File: config.mk
export PLATFORM = sky130hd
export DESIGN_NAME = fetch_stage_flat
export DESIGN_NICKNAME = d
export VERILOG_FILES = /design/src/rtl/fetch_pkg.sv /design/src/rtl/fetch_if.sv /design/src/rtl/if_id_reg.sv /design/src/rtl/fetch_stage.sv /design/src/flat_wrapper.sv
export SDC_FILE = /design/constraint.sdc
export NUM_CORES = 1
export LEC_CHECK = 0
export BUFFER_PORTS_ARGS = -buffer_cell sky130_fd_sc_hd__buf_4
export CAP_MARGIN = 20
export CORE_UTILIZATION = 40
export CTS_BUF_LIST = sky130_fd_sc_hd__clkbuf_8
export DETAILED_ROUTE_END_ITERATION = 10
export GPL_ROUTABILITY_DRIVEN = 0
export PLACE_DENSITY_LB_ADDON = 0.1
export SYNTH_ARGS = -nofsm -noshare
export SYNTH_HDL_FRONTEND = slang
export SYNTH_SLANG_ARGS = --single-unit
File: constraint.sdc
create_clock -name clk -period 5.6 [get_ports clk]
set_input_delay 0.56 -clock clk [delete_from_list [all_inputs] [get_ports clk]]
set_output_delay 0.56 -clock clk [all_outputs]
set_load 0.1 [all_outputs]
File: src/rtl/fetch_pkg.sv
// Shared types and defaults for the instruction fetch stage.
// The optional perf counters in fetch_stage are enabled by defining FETCH_PERF_EN.
package fetch_pkg;

  localparam logic [31:0] DEFAULT_RESET_PC  = 32'h0000_0000;
  localparam logic [31:0] DEFAULT_NOP_INSTR = 32'h0000_0013;

  typedef enum logic [1:0] {
    StRun,
    StWait,
    StRedir
  } fetch_state_e;

  typedef struct packed {
    logic [31:0] instr;
    logic [31:0] pc;
    logic [31:0] pc_plus4;
    logic        valid;
  } if_id_t;

  function automatic logic [31:0] align_pc(input logic [31:0] addr);
    return {addr[31:2], 2'b00};
  endfunction

endpackage

File: src/rtl/fetch_if.sv
// Instruction memory bus between the fetch stage (master) and the memory (slave).
interface fetch_if;

  logic [31:0] ImemAddr;
  logic [31:0] ImemRdata;
  logic        ImemWaitrequest;

  modport master (
    output ImemAddr,
    input  ImemRdata,
    input  ImemWaitrequest
  );

  modport slave (
    input  ImemAddr,
    output ImemRdata,
    output ImemWaitrequest
  );

endinterface

File: src/rtl/if_id_reg.sv
// IF/ID pipeline register.
// Priority among the controls: flush (bubble) > stall (hold) > bubble request > load.
module if_id_reg
  import fetch_pkg::*;
#(
  parameter logic [31:0] NOP_INSTR = DEFAULT_NOP_INSTR
) (
  input  logic   clk,
  input  logic   rst,
  input  logic   i_stall,
  input  logic   i_flush,
  input  logic   i_bubble,
  input  if_id_t i_data,
  output if_id_t o_data
);

  localparam if_id_t Bubble = '{instr: NOP_INSTR, pc: '0, pc_plus4: '0, valid: 1'b0};

  if_id_t r_data;

  always_ff @(posedge clk or posedge rst) begin
    if (rst) begin
      r_data <= Bubble;
    end else if (i_flush) begin
      r_data <= Bubble;
    end else if (!i_stall) begin
      r_data <= i_bubble ? Bubble : i_data;
    end
  end

  assign o_data = r_data;

endmodule

File: src/rtl/fetch_stage.sv
// Instruction fetch: PC, next-PC selection, imem waitrequest handling and IF/ID register.
// Define FETCH_PERF_EN to build the fetched-instruction and wait-cycle counters.
module fetch_stage
  import fetch_pkg::*;
#(
  parameter logic [31:0] RESET_PC  = DEFAULT_RESET_PC,
  parameter logic [31:0] NOP_INSTR = DEFAULT_NOP_INSTR
) (
  input  logic        clk,
  input  logic        rst,
  input  logic        StallF,
  input  logic        StallD,
  input  logic        FlushD,
  input  logic        PCSrcE,
  input  logic [31:0] PCTargetE,
  fetch_if.master     imem,
  output logic [31:0] InstrD,
  output logic [31:0] PCD,
  output logic [31:0] PCPlus4D,
  output logic        ValidD,
  output logic [31:0] PerfFetched,
  output logic [31:0] PerfWaitCycles
);

  fetch_state_e r_state;
  logic [31:0]  r_pcf;
  logic [31:0]  r_pend_pc;

  logic         w_wait;
  logic         w_bubble;
  logic [31:0]  w_pcf_plus4;
  logic [31:0]  w_target;
  if_id_t       w_if_data;
  if_id_t       w_id_data;

  assign w_wait         = imem.ImemWaitrequest;
  assign w_pcf_plus4    = r_pcf + 32'd4;
  assign w_target       = align_pc(PCTargetE);
  assign imem.ImemAddr  = r_pcf;
  // In REDIR the in-flight word belongs to a dead path, so it never reaches decode.
  assign w_bubble       = w_wait || (r_state == StRedir);
  assign w_if_data      = '{instr: imem.ImemRdata, pc: r_pcf, pc_plus4: w_pcf_plus4,
                            valid: 1'b1};

  always_ff @(posedge clk or posedge rst) begin
    if (rst) begin
      r_state   <= StRun;
      r_pcf     <= RESET_PC;
      r_pend_pc <= '0;
    end else begin
      unique case (r_state)
        StRun, StWait: begin
          if (w_wait) begin
            if (PCSrcE) begin
              r_pend_pc <= w_target;
              r_state   <= StRedir;
            end else begin
              r_state   <= StWait;
            end
          end else begin
            r_state <= StRun;
            if (PCSrcE) begin
              r_pcf <= w_target;
            end else if (!StallF) begin
              r_pcf <= w_pcf_plus4;
            end
          end
        end
        StRedir: begin
          if (w_wait) begin
            // Youngest redirect wins while the dead fetch drains.
            if (PCSrcE) begin
              r_pend_pc <= w_target;
            end
          end else begin
            r_state <= StRun;
            r_pcf   <= PCSrcE ? w_target : r_pend_pc;
          end
        end
        default: r_state <= StRun;
      endcase
    end
  end

  if_id_reg #(
    .NOP_INSTR (NOP_INSTR)
  ) u_if_id_reg (
    .clk      (clk),
    .rst      (rst),
    .i_stall  (StallD),
    .i_flush  (FlushD),
    .i_bubble (w_bubble),
    .i_data   (w_if_data),
    .o_data   (w_id_data)
  );

  assign InstrD   = w_id_data.instr;
  assign PCD      = w_id_data.pc;
  assign PCPlus4D = w_id_data.pc_plus4;
  assign ValidD   = w_id_data.valid;

`ifdef FETCH_PERF_EN
  logic        w_load_valid;
  logic [31:0] r_perf_fetched;
  logic [31:0] r_perf_waits;

  assign w_load_valid = !FlushD && !StallD && !w_bubble;

  always_ff @(posedge clk or posedge rst) begin
    if (rst) begin
      r_perf_fetched <= '0;
      r_perf_waits   <= '0;
    end else begin
      if (w_load_valid) begin
        r_perf_fetched <= r_perf_fetched + 32'd1;
      end
      if (w_wait) begin
        r_perf_waits <= r_perf_waits + 32'd1;
      end
    end
  end

  assign PerfFetched    = r_perf_fetched;
  assign PerfWaitCycles = r_perf_waits;
`else
  assign PerfFetched    = '0;
  assign PerfWaitCycles = '0;
`endif

endmodule

File: src/flat_wrapper.sv
// flat-port wrapper written by rule: the top's interface ports become plain ports
module fetch_stage_flat import fetch_pkg::*;
#(
  parameter logic [31:0] RESET_PC  = DEFAULT_RESET_PC,
  parameter logic [31:0] NOP_INSTR = DEFAULT_NOP_INSTR
)
  (clk, rst, StallF, StallD, FlushD, PCSrcE, PCTargetE, InstrD, PCD, PCPlus4D, ValidD, PerfFetched, PerfWaitCycles, imem_ImemAddr, imem_ImemRdata, imem_ImemWaitrequest);
  fetch_if imem_i ();
  input  logic clk;
  input  logic rst;
  input  logic StallF;
  input  logic StallD;
  input  logic FlushD;
  input  logic PCSrcE;
  input  logic [31:0] PCTargetE;
  output logic [31:0] InstrD;
  output logic [31:0] PCD;
  output logic [31:0] PCPlus4D;
  output logic ValidD;
  output logic [31:0] PerfFetched;
  output logic [31:0] PerfWaitCycles;
  output wire logic [$bits(imem_i.ImemAddr)-1:0] imem_ImemAddr;
  input wire logic [$bits(imem_i.ImemRdata)-1:0] imem_ImemRdata;
  input wire logic [$bits(imem_i.ImemWaitrequest)-1:0] imem_ImemWaitrequest;
  assign imem_ImemAddr = imem_i.ImemAddr;
  assign imem_i.ImemRdata = imem_ImemRdata;
  assign imem_i.ImemWaitrequest = imem_ImemWaitrequest;
  fetch_stage #(.RESET_PC(RESET_PC), .NOP_INSTR(NOP_INSTR)) u_core (.clk(clk), .rst(rst), .StallF(StallF), .StallD(StallD), .FlushD(FlushD), .PCSrcE(PCSrcE), .PCTargetE(PCTargetE), .imem(imem_i), .InstrD(InstrD), .PCD(PCD), .PCPlus4D(PCPlus4D), .ValidD(ValidD), .PerfFetched(PerfFetched), .PerfWaitCycles(PerfWaitCycles));
endmodule
---- Yosys cells after proc, flatten, opt, wreduce, memory -nomap -nowiden ----
Index checks and enable logic that the tools add are counted.
operators by class
  $add $sub $neg .......................... 1
  $mul .................................... 0
  div/mod/pow operators ................... 0
  order comparisons ....................... 0
  eq/ne operators ......................... 6
  shift-type cells ........................ 0
  muxes and demuxes ....................... 13
  bitwise operators ....................... 0
  reduce and logical (&&, ||, !) cells .... 7
operator list
  operator               number
  $mux 97                3
  $mux 32                5
  $pmux 32 s2            1
  $add 32x3->32 const B  1
  $mux 2                 3
  $ne 2x2->1 const B     2
  $pmux 2 s2             1
  $reduce_and 4->1       1
  $ne 3x3->1 const B     1
  $reduce_or 3->1        1
  $eq 2x1->1 const B     1
  $eq 2x2->1 const B     1
  $logic_not 2->1        1
  $ne 2x1->1 const B     1
  $reduce_and 2->1       1
  $reduce_bool 2->1      1
  $reduce_or 2->1        1
  $logic_or 1x1->1       1
storage, ports and cells
  register bits after elaboration ......... 163
  latch bits .............................. 0
  RAM bits ................................ 0
  ROM bits ................................ 0
  input port bits ......................... 71
  output and inout port bits .............. 193
  word-level logic and storage cells ...... 34
  memories kept ........................... 0

---- Longest topological paths before layout ----
Gate-level depths: netlist of the first run.
  depth after elaboration ................. 5
  gate-level depth with buffers ........... 8
  depth with buffers taken out ............ 6

---- Cells and area by module ----
From an unflattened synthesis of the first run, not the netlist that was laid out.
unflattened totals
  cells, all modules ...................... 828
  area, all modules ....................... 8,393.0 um^2
by module, submodules not included
  module       times used  cells an instance  area each (um^2)  seq. area each (um^2)
  fetch_stage  1           495                4,416.7           1,651.6
  if_id_reg    1           333                3,976.3           2,431.1

---- Worst setup path after synthesis of the first run ----
Ideal clock, no wire load.
  path kind ............................... reg2reg
  from .................................... register u_core.r_pcf[2], in the netlist u_core.imem.ImemAddr[2]
  to ...................................... register u_core.r_pcf[26], in the netlist u_core.imem.ImemAddr[26]
  setup time .............................. 0.132 ns
  arrival ................................. 2.569 ns
  data required time ...................... 5.468 ns
  slack ................................... 2.900 ns
  cell stages (with the launch flop) ...... 7
  path buffers ............................ 0
  period minus slack after synthesis ...... 2.700 ns
  cells stage by stage .................... dfrtp_1 ha_1 nand3_1 or2_2 nor4_4 o21ai_0 o2bb2ai_1
on the way
  longest elaborated chain between the ends .. 5
RTL lines
  element                 line               RTL
  from (decl)             fetch_stage.sv:26  logic [31:0] r_pcf;
  from (signal assigned)  fetch_stage.sv:63  r_pcf <= w_target;
  from (signal assigned)  fetch_stage.sv:65  r_pcf <= w_pcf_plus4;
  from (signal assigned)  fetch_stage.sv:77  r_pcf <= PCSrcE ? w_target : r_pend_pc;
  $add 32x3->32           fetch_stage.sv:37  assign w_pcf_plus4 = r_pcf + 32'd4;
  $mux 32                 fetch_stage.sv:64  end else if (!StallF) begin
  $mux 32                 fetch_stage.sv:62  if (PCSrcE) begin
  $mux 32                 fetch_stage.sv:53  if (w_wait) begin
  $pmux 32 s2             fetch_stage.sv:51  unique case (r_state)
Every way passes these cells. The select of a mux whose other input is x is not followed.
A chain may end at the register's enable or synchronous reset.

---- Final worst setup path of the first run ----
  from .................................... register u_core.r_pcf[2], in the netlist u_core.imem.ImemAddr[2]
  to ...................................... register u_core.r_pcf[30], in the netlist u_core.imem.ImemAddr[30]
The elaborated chain is that of the path after synthesis.

==> impl_metrics.json, run 1 <==
{
  "status": "complete, no violations",
  "synth_top_cell_area_share_pct": 51.2,
  "rrSetupSlack_ps": 3100,
  "fp.dieW_um": 141,
  "synth-seq-cells": 161,
  "combPwrFrac_pct": 34.4,
  "p_clk_share_pct": 26.2,
  "wl_um": 21400,
  "clkLatencyLatePin_ps": 460,
  "area_growth_pct": 24.5,
  "grt_pass1_wl_um": 34000,
  "vdd_drop_max_v": 0.000161,
  "vias": 6181,
  "cts_made_buffers": 17,
  "rows": 50,
  "hold_viol_final": 0,
  "drtAntennaViolNets": 0,
  "switching_power_w": 0.00155,
  "start_kind": "flop",
  "grt_max_degree": 99,
  "grt_pass1_vias": 6091,
  "cap_viol_max_count": 0,
  "cts_max_level": 4,
  "globalRouteOverflowTotal": 0,
  "wire_per_inst_um": 18.0,
  "yosys-top-cells-area": "dfrtp_1, buf_4, a22o_1, o21ai_0, mux2_2",
  "dp_hpwl_um": 14600,
  "grt_setup_unrepaired": "false",
  "critPathKind": "reg -> reg",
  "syn-instance-count": 743,
  "chipHeight_um": 141,
  "path_clk_slew_ps": 90,
  "mappedNetlistArea_sq_um": 7730,
  "synth.cells.most_frequent": "dfrtp_1, nand2_1, o21ai_0",
  "grt_usage_pct": 22.3,
  "diodes": 0,
  "path_max_fanout": 7,
  "worstPathRequired_ps": 5980,
  "end_kind": "flop",
  "io_pins": 264,
  "ys_seq_area_share_pct": 52.2,
  "switching_share_pct": 43.5,
  "cts_max_path_buffers": 2,
  "yosysUniqueCellTypes": 50,
  "cts_tree": "yes",
  "cp.arrival_ps": 2880,
  "dr.pass1.iters": 5,
  "fin_area_sq_um": 9620,
  "pwr-share-seq_pct": 39.4,
  "postCtsSetupBuffers": 0,
  "coreArea_sq_um": 18800,
  "viasPerCell": 5.22,
  "fin_crit_ps": 2500,
  "total_power_w": 0.00356,
  "drt-initial-drc-count": 528,
  "synth_most_common_cell": "dfrtp_1",
  "finalSetupViolations": 0,
  "finalSetupTns_ps": 0,
  "power_density_nw_per_um2": 370,
  "synthFlopType": "dfrtp_1",
  "async_reset_ff_share_pct": 100,
  "cts-resized-gates": 0,
  "maxSlewViolCount": 0,
  "hold_buffers": 0,
  "worst_slew_pin_slew_ps": 883,
  "dieArea_sq_um": 19900,
  "holdCritPathClass": "in -> async",
  "fin_nets": 986,
  "drive_gt1_share_pct": 31.0,
  "cts_sinks": 161,
  "synth.largest_area_cell": "dfrtp_1",
  "fmax_ghz": 0.400,
  "post-route-util_pct": 51.1,
  "slew_headroom_pct": 41.1,
  "period_share_pct": 44.7,
  "leakage_nw": 4.58,
  "hold_ws_ps": 281,
  "drc": 0,
  "cts_root_buf": "clkbuf_8",
  "p_int_w": 0.00201,
  "dpl-instance-area_sq_um": 9200,
  "antenna_found_initial": 0,
  "syn_avg_cell_area_sq_um": 10.4,
  "initial_core_util_pct": 41.0,
  "ys.warnings.count": 0,
  "io_buffers": 197,
  "finClkSkew_ps": 12.4,
  "synth_edf_count": 0
}
-- state kept, by name, indices dropped and copies added, names as in the netlist --
register                   flops
u_core.r_state                 2
u_core.r_pend_pc              32
u_core.u_if_id_reg.o_data     95
u_core.imem.ImemAddr          32
-- through the flow --
step                      cells  setup WS (ps)
after floorplan             806            697
after global placement     1154           2810
after detailed placement   1155           2780
after CTS                  1185           3070
after global routing       1185           2880
final                      1185           3100
-- critical path: stages, from the launching register on --
cell     delay, ps
dfrtp_1        510
ha_1           300
nand3_1        320
nor2_1         580
nand3_1        250
o31a_1         330
o22ai_1        120
-- final timing paths --
kind	from	endpoint	cells after the start
worst max-delay path	u_core.imem.ImemAddr[2]	u_core.imem.ImemAddr[30]	6
worst min-delay path	rst	u_core.u_if_id_reg.o_data[71]	2
worst min register to register	u_core.u_if_id_reg.o_data[0]	u_core.u_if_id_reg.o_data[0]	2
max in group asynchronous	rst	u_core.u_if_id_reg.o_data[49]	3
worst max register to register	u_core.imem.ImemAddr[2]	u_core.imem.ImemAddr[30]	6
min in group clk	imem_ImemRdata[6]	u_core.u_if_id_reg.o_data[71]	2
-- layout make-up --
type                    instances  area, sq um
fillers                      1749         9210
flip-flops and latches        161         4030
multi-input cells             512         3200
repair buffers                207         1570
well taps                     260          325
clock buffers                  17          234
clock inverters                13          188
inverters                      15         61.3
-- power by group through the flow --
stage,Sequential [W],Combinational [W],Clock (W)
after global placement,0.00142,0.00122,0
after detailed placement,0.00142,0.00123,0
final,0.00140,0.00123,0.000932
after floorplan,0.00190,0.000503,0
after CTS,0.00140,0.00123,0.000950
after global routing,0.00142,0.00128,0.00100
-- cell usage in the layout (no fill, tap or decap), types with 26 or more instances in the layout --
master and instances:
a21oi_1 36, a22o_1 52, buf_4 206, conb_1 64, dfrtp_1 158, mux2_2 30
nand2_1 78, nor2_1 35, o21ai_0 70, xnor2_1 26
-- kinds of logic (layout without fill, tap and decap cells) --
kind of cell	Yosys count	after routing	synth area share [%]
other	1	64	0.0485
DFF	161	161	52.2
xor gates and xnor gates	28	28	3.17
buffers and inverters	133	252	9.77
muxes	30	30	4.37
AOI/OAI and AO/OA	212	212	18.3
and+or+nand+nor	177	177	12.0
adders and majority gates	1	1	0.162
-- layer usage --
metal | global-route usage (%) | share of wire (%) | routed length [um]
met4 | 8.24 | 1.9 | 402
met1 | 30.1 | 44 | 9440
met5 | 0 | 0 | 0
met2 | 36.1 | 48 | 10400
met3 | 3.87 | 5.5 | 1180
No activity file was read; power rests on OpenSTA's default activity.
==> inputs of run 2 (changes only) <==
clock period = 2.43 ns   (was 5.6 ns; I/O delays follow)
==> run 2 against run 1 <==
  * Combinational power rose by 140%
  * Clock power grew 120%
  * Flip-flop and latch count unchanged
  * Worst setup slack lost 2900 ps
  * Utilization grew 2.9 points
  * Cell count rose by 4.5%
  * Cell area up 5.7%
  * Die area unchanged
  * Maximum frequency grew 13%
  * Clock skew down 3.7 ps
  * Critical path type unchanged
  * Largest power group unchanged
==> impl_metrics.json, run 2 (synthesis gave the netlist of run 1 again) <==
{
  "start_kind": "flop",
  "largest_reg_flops": 95,
  "grt_usage_pct": 23.0,
  "final_common_cell": "buf_4",
  "finalSetupTns_ps": 0,
  "antenna_found_initial": 0,
  "holdCritStartpoint": "imem_ImemRdata[24]",
  "hold_path_end": "u_core.u_if_id_reg.o_data[89]",
  "path_max_fanout": 8,
  "dp.cells": 1169,
  "finalSetupViolations": 0,
  "fmax_ghz": 0.450,
  "rows": 50,
  "wl_um": 22100,
  "hold_viol_final": 0,
  "fp.dieW_um": 141,
  "fin_cells": 1238,
  "io_pins": 264,
  "critPathKind": "reg -> reg",
  "cap_viol_max_count": 0,
  "clkLatencyLatePin_ps": 460,
  "slew_headroom_pct": 35.3,
  "vdd_drop_max_v": 0.000351,
  "fin_crit_ps": 2220,
  "status": "complete, no violations",
  "path_clk_slew_ps": 90,
  "drc": 0,
  "cts_max_path_buffers": 2,
  "cts_made_buffers": 17,
  "drt-initial-drc-count": 329,
  "dr.pass1.iters": 5,
  "hold-path-cell-count": 2,
  "drive_gt1_share_pct": 32.7,
  "period_share_pct": 91.5,
  "slowest_stage": "nor3_4",
  "layout_common_cells": "buf_4, dfrtp_1, nand2_1",
  "cts_sinks": 161,
  "timing.rr.end": "u_core.imem.ImemAddr[20]",
  "maxSlewViolCount": 0,
  "cts_tree": "yes",
  "critPathMaxStageDelay_ps": 470,
  "grt_setup_unrepaired": "false",
  "globalRouteOverflowTotal": 0,
  "wire_per_inst_um": 17.9,
  "holdCritPathClass": "in -> reg",
  "coreArea_sq_um": 18800,
  "end_kind": "flop",
  "dieArea_sq_um": 19900,
  "dp_hpwl_um": 15200,
  "grt_max_degree": 75,
  "diodes": 0,
  "fin_nets": 1037,
  "r2r_cells": 6,
  "cp.arrival_ps": 2600,
  "io_buffers": 197,
  "worstPathRequired_ps": 2810,
  "viasPerCell": 5.08,
  "area_growth_pct": 31.6,
  "cpLargestDelayFamily": "simple AND/OR/NAND/NOR gates",
  "initial_core_util_pct": 41.0,
  "cts_root_buf": "clkbuf_8",
  "cts_max_level": 4,
  "chipHeight_um": 141,
  "power_density_nw_per_um2": 810,
  "worst_slew_pin_slew_ps": 967,
  "leakage_nw": 4.81,
  "worstReg2RegStart": "u_core.imem.ImemAddr[2]",
  "grt_pass1_wl_um": 34900,
  "crit_chain": "ha_1, nand3_1, nor3_4, nand4_1, o31a_1, o22ai_1",
  "drtAntennaViolNets": 0,
  "finClkSkew_ps": 8.67,
  "grt_pass1_vias": 6194,
  "rrSetupSlack_ps": 210,
  "vias": 6292,
  "crit_buf_inv": 0
}
run 2: changes by cell type in the layout (fill, tap and decap cells not counted), moves of 2 or more:
cell           before  now
buf_12              0    6
inv_6               3    0
clkinv_2            2    4
clkbuf_8           17   20
buf_4             206  215
dfrtp_2             0   19
inv_1              14   16
dlygate4sd3_1       0   37
dfrtp_1           158  139
run 2: power by group:
| group | total (W) | leakage (nW) | switching, W | internal, W |
|---|---|---|---|---|
| combinational | 0.00290 | 2.51 | 0.00225 | 0.000656 |
| clock | 0.00208 | 0.217 | 0.000999 | 0.00109 |
| sequential | 0.00325 | 2.08 | 0.000307 | 0.00294 |
| total | 0.00824 | 4.81 | 0.00355 | 0.00468 |
run 2: worst max-delay path by stage:
stage | from | to | slack (ps) | cells past startpoint
detailed placement | u_core.imem.ImemAddr[2] | u_core.imem.ImemAddr[20] | 260 | 6
CTS | u_core.imem.ImemAddr[2] | u_core.imem.ImemAddr[20] | 220 | 6
floorplan | rst | u_core.imem.ImemAddr[10] | -30 | 1
global route | u_core.imem.ImemAddr[2] | u_core.imem.ImemAddr[20] | 50 | 6
finish | u_core.imem.ImemAddr[2] | u_core.imem.ImemAddr[20] | 210 | 6
global placement | u_core.imem.ImemAddr[2] | u_core.imem.ImemAddr[22] | 330 | 6
run 2: cell type report:
cell class                 instances  area [sq um]
fill                            1686          8660
sequential                       161          4060
clock inverter                    12           141
timing repair buffer             258          2100
multi-input combinational        512          3200
tap                              260           325
clock buffer                      20           275
inverter                          15          60.1
run 2: repair_timing:
action                                 CTS  global route
buffers inserted                         0             0
gates resized for setup                  0             0
setup endpoints to repair                0             0
endpoints found under the hold margin   61             2
hold buffers                            35             2
run 2: routing by layer:
metal | wire (um) | GRT usage, % | vias up
met2 | 10700 | 37.2 | 247
met4 | 241 | 6.98 | 0
li1 | - | - | 2929
met5 | 0 | 0 | -
met3 | 1270 | 4.59 | 18
met1 | 9970 | 31.4 | 3098
run 2: through the flow:
stage / total power [W] / utilization (%) / hold WS [ps] / cell area [sq um] / setup slack, ps
final: 0.00824 / 54.0 / 26.8 / 10200 / 207
after global routing: 0.00856 / 54.0 / 0.0754 / 10200 / 51.2
after CTS: 0.00829 / 53.9 / 0.0500 / 10100 / 219
after detailed placement: 0.00616 / 49.8 / 450 / 9380 / 264
after global placement: 0.00612 / 49.8 / 450 / 9380 / 325
after floorplan: 0.00556 / - / 371 / 7990 / -27.0
